**src/rtl/paddsb_seq_pkg.sv**
```systemverilog
// rtl/paddsb_seq_pkg.sv - shared widths and FSM encoding for the lane-wise saturating adder
package paddsb_seq_pkg;

  localparam int LANE_W_DEF    = 4;
  localparam int NUM_LANES_DEF = 4;

  typedef enum logic [1:0] {
    IDLE = 2'd0,
    BUSY = 2'd1,
    DONE = 2'd2
  } state_t;

endpackage

```
**src/rtl/paddsb_seq_sat_add_lane.sv**
```systemverilog
// rtl/paddsb_seq_sat_add_lane.sv - combinational signed saturating adder for one lane
module sat_add_lane #(
  parameter int LANE_W = paddsb_seq_pkg::LANE_W_DEF
) (
  input  logic [LANE_W-1:0] a,
  input  logic [LANE_W-1:0] b,
  output logic [LANE_W-1:0] s,
  output logic              ovfl
);

  localparam logic [LANE_W-1:0] SAT_POS = {1'b0, {(LANE_W-1){1'b1}}};
  localparam logic [LANE_W-1:0] SAT_NEG = {1'b1, {(LANE_W-1){1'b0}}};

  logic [LANE_W:0] wide;

  assign wide = {a[LANE_W-1], a} + {b[LANE_W-1], b};

  // The two top bits of the sign-extended sum disagree exactly when the result leaves lane range.
  always_comb begin
    s    = wide[LANE_W-1:0];
    ovfl = 1'b0;
    if (wide[LANE_W] != wide[LANE_W-1]) begin
      ovfl = 1'b1;
      s    = wide[LANE_W] ? SAT_NEG : SAT_POS;
    end
  end

endmodule

```
**src/rtl/paddsb_seq.sv**
```systemverilog
// rtl/paddsb_seq.sv - multi-cycle lane-wise saturating adder, one lane per cycle on a shared adder
module paddsb_seq
  import paddsb_seq_pkg::*;
#(
  parameter int LANE_W    = LANE_W_DEF,
  parameter int NUM_LANES = NUM_LANES_DEF,
  parameter int DATA_W    = LANE_W * NUM_LANES
) (
  input  logic                 clk,
  input  logic                 rst,
  input  logic                 in_valid,
  output logic                 in_ready,
  input  logic [DATA_W-1:0]    A,
  input  logic [DATA_W-1:0]    B,
  output logic                 out_valid,
  input  logic                 out_ready,
  output logic [DATA_W-1:0]    Sum,
  output logic [NUM_LANES-1:0] Ovfl_lanes,
  output logic                 Error
);

  localparam int                IDX_W    = (NUM_LANES > 1) ? $clog2(NUM_LANES) : 1;
  localparam logic [IDX_W-1:0]  LAST_IDX = IDX_W'(NUM_LANES - 1);

  state_t                state, state_next;
  logic [DATA_W-1:0]     a_q, b_q, sum_q;
  logic [NUM_LANES-1:0]  ovfl_q;
  logic [IDX_W-1:0]      lane_idx;
  logic [LANE_W-1:0]     lane_s;
  logic                  lane_ovfl;

  sat_add_lane #(.LANE_W(LANE_W)) u_lane (
    .a    (a_q[lane_idx*LANE_W +: LANE_W]),
    .b    (b_q[lane_idx*LANE_W +: LANE_W]),
    .s    (lane_s),
    .ovfl (lane_ovfl)
  );

  always_ff @(posedge clk) begin
    if (rst) begin
      state <= IDLE;
    end else begin
      state <= state_next;
    end
  end

  always_comb begin
    state_next = state;
    in_ready   = 1'b0;
    out_valid  = 1'b0;
    case (state)
      IDLE: begin
        in_ready = 1'b1;
        if (in_valid) state_next = BUSY;
      end
      BUSY: begin
        if (lane_idx == LAST_IDX) state_next = DONE;
      end
      DONE: begin
        out_valid = 1'b1;
        if (out_ready) state_next = IDLE;
      end
      default: state_next = IDLE;
    endcase
  end

  always_ff @(posedge clk) begin
    if (rst) begin
      a_q      <= '0;
      b_q      <= '0;
      sum_q    <= '0;
      ovfl_q   <= '0;
      lane_idx <= '0;
    end else begin
      case (state)
        IDLE: begin
          if (in_valid) begin
            a_q      <= A;
            b_q      <= B;
            sum_q    <= '0;
            ovfl_q   <= '0;
            lane_idx <= '0;
          end
        end
        BUSY: begin
          sum_q[lane_idx*LANE_W +: LANE_W] <= lane_s;
          ovfl_q[lane_idx]                 <= lane_ovfl;
          // Wraps to zero after the last lane, ready for the next operation.
          lane_idx <= (lane_idx == LAST_IDX) ? '0 : lane_idx + 1'b1;
        end
        default: ;
      endcase
    end
  end

  assign Sum        = sum_q;
  assign Ovfl_lanes = ovfl_q;
  assign Error      = |ovfl_q;

endmodule

```
**config.mk**
```make
export PLATFORM = sky130hd
export DESIGN_NAME = paddsb_seq
export DESIGN_NICKNAME = d
export VERILOG_FILES = /design/src/rtl/paddsb_seq_pkg.sv /design/src/rtl/paddsb_seq_sat_add_lane.sv /design/src/rtl/paddsb_seq.sv
export SDC_FILE = /design/constraint.sdc
export NUM_CORES = 1
export LEC_CHECK = 0
export CAP_MARGIN = 40
export CORE_ASPECT_RATIO = 0.8
export CORE_MARGIN = 2
export CORE_UTILIZATION = 39
export CTS_CLUSTER_SIZE = 14
export DETAILED_ROUTE_END_ITERATION = 7
export SYNTH_ARGS = -nofsm -noshare
export SYNTH_HDL_FRONTEND = slang
export SYNTH_HIERARCHICAL = 1
export SYNTH_SLANG_ARGS = --single-unit
```
**constraint.sdc**
```tcl
create_clock -name clk -period 7.1 [get_ports clk]
set_clock_uncertainty 0.05 [all_clocks]
set_input_delay 1.775 -clock clk [delete_from_list [all_inputs] [get_ports clk]]
set_output_delay 1.775 -clock clk [all_outputs]
set_load 0.01 [all_outputs]
```
## Word-level counts from Yosys, hierarchy flattened

Index checks and enable logic that the tools add are counted.

| word-level totals | value |
|---|---|
| register bits after elaboration | 56 |
| bits in latches | 0 |
| memory bits (writable) | 0 |
| bits in read-only memories | 0 |
| input bits | 36 |
| output and inout port bits | 23 |
| word-level logic and storage cells | 49 |
| memories kept | 0 |

| operators by class | value |
|---|---|
| add/sub/neg operators | 3 |
| $mul | 0 |
| divide/modulo/power cells | 0 |
| order comparisons | 2 |
| equality and inequality tests | 7 |
| shift-type cells | 4 |
| multiplexer cells | 20 |
| bitwise gates (word level) | 0 |
| reduce and logical (&&, ||, !) cells | 7 |

Operators with widths:

| cell | count |
|---|---|
| $neg 4->34 | 1 |
| $shift 4x34->16 const A | 1 |
| $shiftx 4x34->16 | 1 |
| $pmux 16 s2 | 1 |
| $shiftx 16x5->4 | 2 |
| $bwmux 16 | 1 |
| $mux 16 | 1 |
| $mux 4 | 3 |
| $mux 2 | 5 |
| $pmux 4 s2 | 1 |
| $ne 2x2->1 const B | 3 |
| $pmux 2 s3 | 1 |
| $add 4x4->5 | 1 |
| $bwmux 4 | 1 |
| $eq 2x2->1 const B | 2 |
| $mux 1 | 4 |
| $pmux 2 s2 | 1 |
| $reduce_and 2->1 | 2 |
| $reduce_or 4->1 | 1 |
| $lt 2x3->1 const B | 1 |
| $reduce_and 3->1 | 1 |
| $add 2x1->2 const B | 1 |
| $demux 1 s2 | 1 |
| $eq 2x1->1 const B | 1 |
| 5 further kinds | 5 |

## Longest topological paths before layout

| logic depth | value |
|---|---|
| depth in word-level cells | 7 |
| gate-level depth with buffers | 12 |
| depth with buffers taken out | 11 |

## Hierarchy

The synthesis kept the hierarchy.

By module, submodules not included:

| module | times used | cells each | area an instance (sq um) | seq. area each (sq um) |
|---|---|---|---|---|
| paddsb_seq | 1 | 255 | 2436.1 | 1121.1 |
| sat_add_lane | 1 | 33 | 244.0 | 0.0 |

## Least setup slack after synthesis

OpenSTA, ideal clock, no wires.

| timing path | value |
|---|---|
| path kind | reg2out |
| start point | register ovfl_q[3] (netlist: Ovfl_lanes[3]) |
| end point | output port Error |
| data arrival time | 0.902 ns |
| data required time | 5.275 ns |
| setup slack | 4.373 ns |
| stages on the path, launching flop included | 2 |
| path buffers | 0 |
| cells stage by stage | dfxtp_1 -> or4_1 |

| between the ends | value |
|---|---|
| longest elaborated chain between the ends | 1 |

RTL lines:

| item | RTL line | source |
|---|---|---|
| start: declaration | paddsb_seq.sv:27 | `logic [NUM_LANES-1:0] ovfl_q;` |
| start signal: indexed assignment | paddsb_seq.sv:87 | `ovfl_q[lane_idx] <= lane_ovfl;` |
| $reduce_or 4->1 | paddsb_seq.sv:98 | `assign Error = \|ovfl_q;` |
| end: declaration | paddsb_seq.sv:19 | `output logic Error` |

Every way passes these cells.

## Worst setup path in the final report

| timing path | value |
|---|---|
| start point | register ovfl_q[0] (netlist: Ovfl_lanes[0]) |
| end point | output port Error |

Same word-level chain as after synthesis.

==> impl_results.md <==
* Final Max Tran Viols at 0
* Vias per cell at 5.111
* Clk pwr share at 0.280
* Yosys top cell by area: dfxtp_1
* Fin Setup TNS at 0 ps
* First-pass GRT wire length at 9708 µm
* Status: finished, final reports clean
* Net Count, Synth at 335
* CP cell instances: or4_1 > clkdlybuf4s50_1
* Worst slew pin tran at 660.7 ps
* Synth warnings at 6
* Starting Density at 0.4119
* Register bit total from synthesis at 56
* Delay of the slowest cell on the worst path at 510 ps
* Vias at 2172
* Hold WC Path Type: reg2reg
* Die area at 7555 µm²
* Setup violations, final at 0
* Final Hold Violating Endpoints at 0
* Pint at 0.0004588 W
* Static leakage at 1.209 nW
* Number of CTS-inserted buffers at 5
* Synthesized cell area at 2680 µm²
* Post-CTS Setup Inserts at 0
* Average size of a mapped cell at 9.306 µm²
* Maximum vdd drop at 0.00008803 V
* CTS tree: yes
* N_diodes at 0
* Detailed Place HPWL at 4278 µm
* Fin crit period at 3484 ps
* Die W at 96.68 µm
* Max-Cap Viols at 0
* Area Overhead vs Synth at 25.30%
* Initial DRC Count at 91
* CP Class: reg2out
* Final wirelength at 5978 µm
* DRC at 0
* H-tree level count at 2
* Comb power frac at 0.189
* Port bufs at 58
* Commonest cells after routing, fill and taps aside: 71 x nand2_1, 58 x clkdlybuf4s50_1, 56 x dfxtp_1
* Hold Buf Count CTS at 0
* Root buffer cell: clkbuf_8
* Crit path max fanout at 3
* Crit start category: register
* Gpl congestion at 0.8385
* CTS sink count at 56
* Post-cts gate resize count at 0
* Required time of the critical path at 5280 ps
* Max clock buf depth at 2
* Largest net degree at the start of global routing at 49
* Layout cells sized above 1 at 0.1114
* Switching share of power at 0.2807
* I/O Pins at 59
* Cell area after layout at 3358 µm²
* Synth cell types at 40
* Fmax at 287.0 MHz
* CP max-delay cell: or4_1
* Final Total Pwr at 0.0006378 W
* Period Utilization, post-route at 0.4907
* Setup crit end kind: output pin
* Number of global-route vias before repair at 2010
* Post-synthesis sequential area ratio at 0.4183
* Clock slew at reported path FFs at 110 ps
* Switching pwr at 0.0001790 W
* Final ANT Viol Nets at 0
* Worst EP arrival at 1660 ps
* Worst slew margin at 0.5590
* Cells after Synth at 288
* Reg power frac at 0.531
* DR pass1 iterations at 4
* Top cell type's share of synthesized area at 0.4183
* Clock Latency Late Sink at 310 ps
* Core ar. at 6506 µm²
* GR Overflow Total at 0
* WL/cell at 14.07 µm
* Die Y at 78.15 µm
* Placed Area at 3267 µm²
* Initial antenna violation count at 0
* Area contributors post-synth: dfxtp_1 42%, nand2_1 9.9%, a21oi_1 7.7%, mux4_2 6.7%, a22o_1 4.9%
* Total GRT Usage at 0.1564
* RSZ-0062 raised after global routing: no
* # nets final at 387
* Commonest non-fill, non-tap cell in the layout: nand2_1
* Power per standard cell area at 189.9 nW/µm²
* Cell Rows at 26
[through the flow]
| stage | hold slack, ps | utilization | std cells | setup slack (ps) |
|---|---|---|---|---|
| after floorplan | 383.1 | - | 288 | 4373 |
| after global placement | 389.7 | 0.4998 | 416 | 3617 |
| after detailed placement | 396.1 | 0.5021 | 417 | 3570 |
| after CTS | 410.5 | 0.5162 | 425 | 3614 |
| after global routing | 428.2 | 0.5162 | 425 | 3542 |
| final | 408.2 | 0.5162 | 425 | 3616 |
[final cells by class]
type	instances	area, µm²
fillers	628	3148
multi-input cells	205	1385
flip-flops and latches	56	1121
repair buffers	62	618.1
well taps	84	105.1
clock buffers	5	68.82
inverters	10	37.54
clock inverters	3	22.52
[power by group through the flow]
stage           logic, W  registers (W)  clock network (W)
6_report        0.000121       0.000339           0.000178
5_1_grt         0.000132       0.000341           0.000198
4_1_cts         0.000121       0.000339           0.000184
3_5_place_dp    0.000120       0.000346                  0
3_3_place_gp    0.000115       0.000348                  0
2_1_floorplan  0.0000852       0.000342                  0
[cells in the mapped netlist]
| cell type | n |
|---|---|
| nor3b_4 | 1 |
| nor2b_1 | 7 |
| nand2b_4 | 1 |
| a22o_1 | 15 |
| nand2_2 | 1 |
| xnor2_1 | 1 |
| fa_1 | 1 |
| nand2_1 | 71 |
| nor2_2 | 1 |
| buf_4 | 1 |
| ha_1 | 10 |
| nor3_1 | 1 |
| o211ai_1 | 1 |
| or3b_1 | 1 |
| clkbuf_1 | 6 |
| nor3b_1 | 1 |
| a21oi_2 | 4 |
| o21ai_0 | 6 |
| a211oi_2 | 1 |
| buf_6 | 9 |
| nor3_2 | 1 |
| buf_2 | 1 |
| a21oi_1 | 41 |
| or4_1 | 1 |
| nor4_2 | 2 |
| a32o_1 | 1 |
| nor4b_2 | 1 |
| nand2b_1 | 2 |
| a21o_4 | 1 |
| mux2_2 | 3 |
| nand3b_1 | 3 |
| a211oi_1 | 1 |
| a31o_2 | 1 |
| dfxtp_1 | 56 |
| mux4_2 | 8 |
| inv_1 | 10 |
| nor2_1 | 2 |
| and2_1 | 1 |
| a32oi_1 | 3 |
| nand3_1 | 9 |
[layer usage]
layer	global-route usage	vias to the layer above	part of all wire
met5	0	-	0
met4	0.03380	0	0.0035
met3	0.03740	2	0.054
met2	0.2340	61	0.41
met1	0.2293	998	0.53
li1	-	1111	-
[registers in the layout, indices dropped and copies added, names as in the netlist]
register    flops
state           2
lane_idx        2
Ovfl_lanes      4
a_q            16
Sum            16
b_q            16
[logic make-up (layout without fill, tap and decap cells)]
family / after synthesis / count (layout) / synth area share
fa+ha+maj: 11 / 11 / 0.05416
simple gates: 107 / 107 / 0.1970
xor+xnor: 1 / 1 / 0.003269
buf+inv: 27 / 80 / 0.06489
mux: 11 / 11 / 0.07983
compound gates: 75 / 75 / 0.1825
flops: 56 / 56 / 0.4183
[critical path, delay by kind of cell (launching register included)]
kind                   cells  cell delay, ps
AND/OR/NAND/NOR            1             510
flip-flops                 1             340
buffers and inverters      1             490
[worst paths after layout]
check / from / end / slack, ps / cells past startpoint
max reg2reg: lane_idx[1]$_SDFFE_PP0P_ / Sum[8]$_SDFFE_PP0P_ / 3990 / 10
min: a_q[11]$_SDFFE_PP0P_ / a_q[11]$_SDFFE_PP0P_ / 410 / 2
max: Ovfl_lanes[0]$_SDFFE_PP0P_ / Error / 3620 / 2
min reg2reg: a_q[11]$_SDFFE_PP0P_ / a_q[11]$_SDFFE_PP0P_ / 410 / 2
Power figures use the tool's default switching activity.
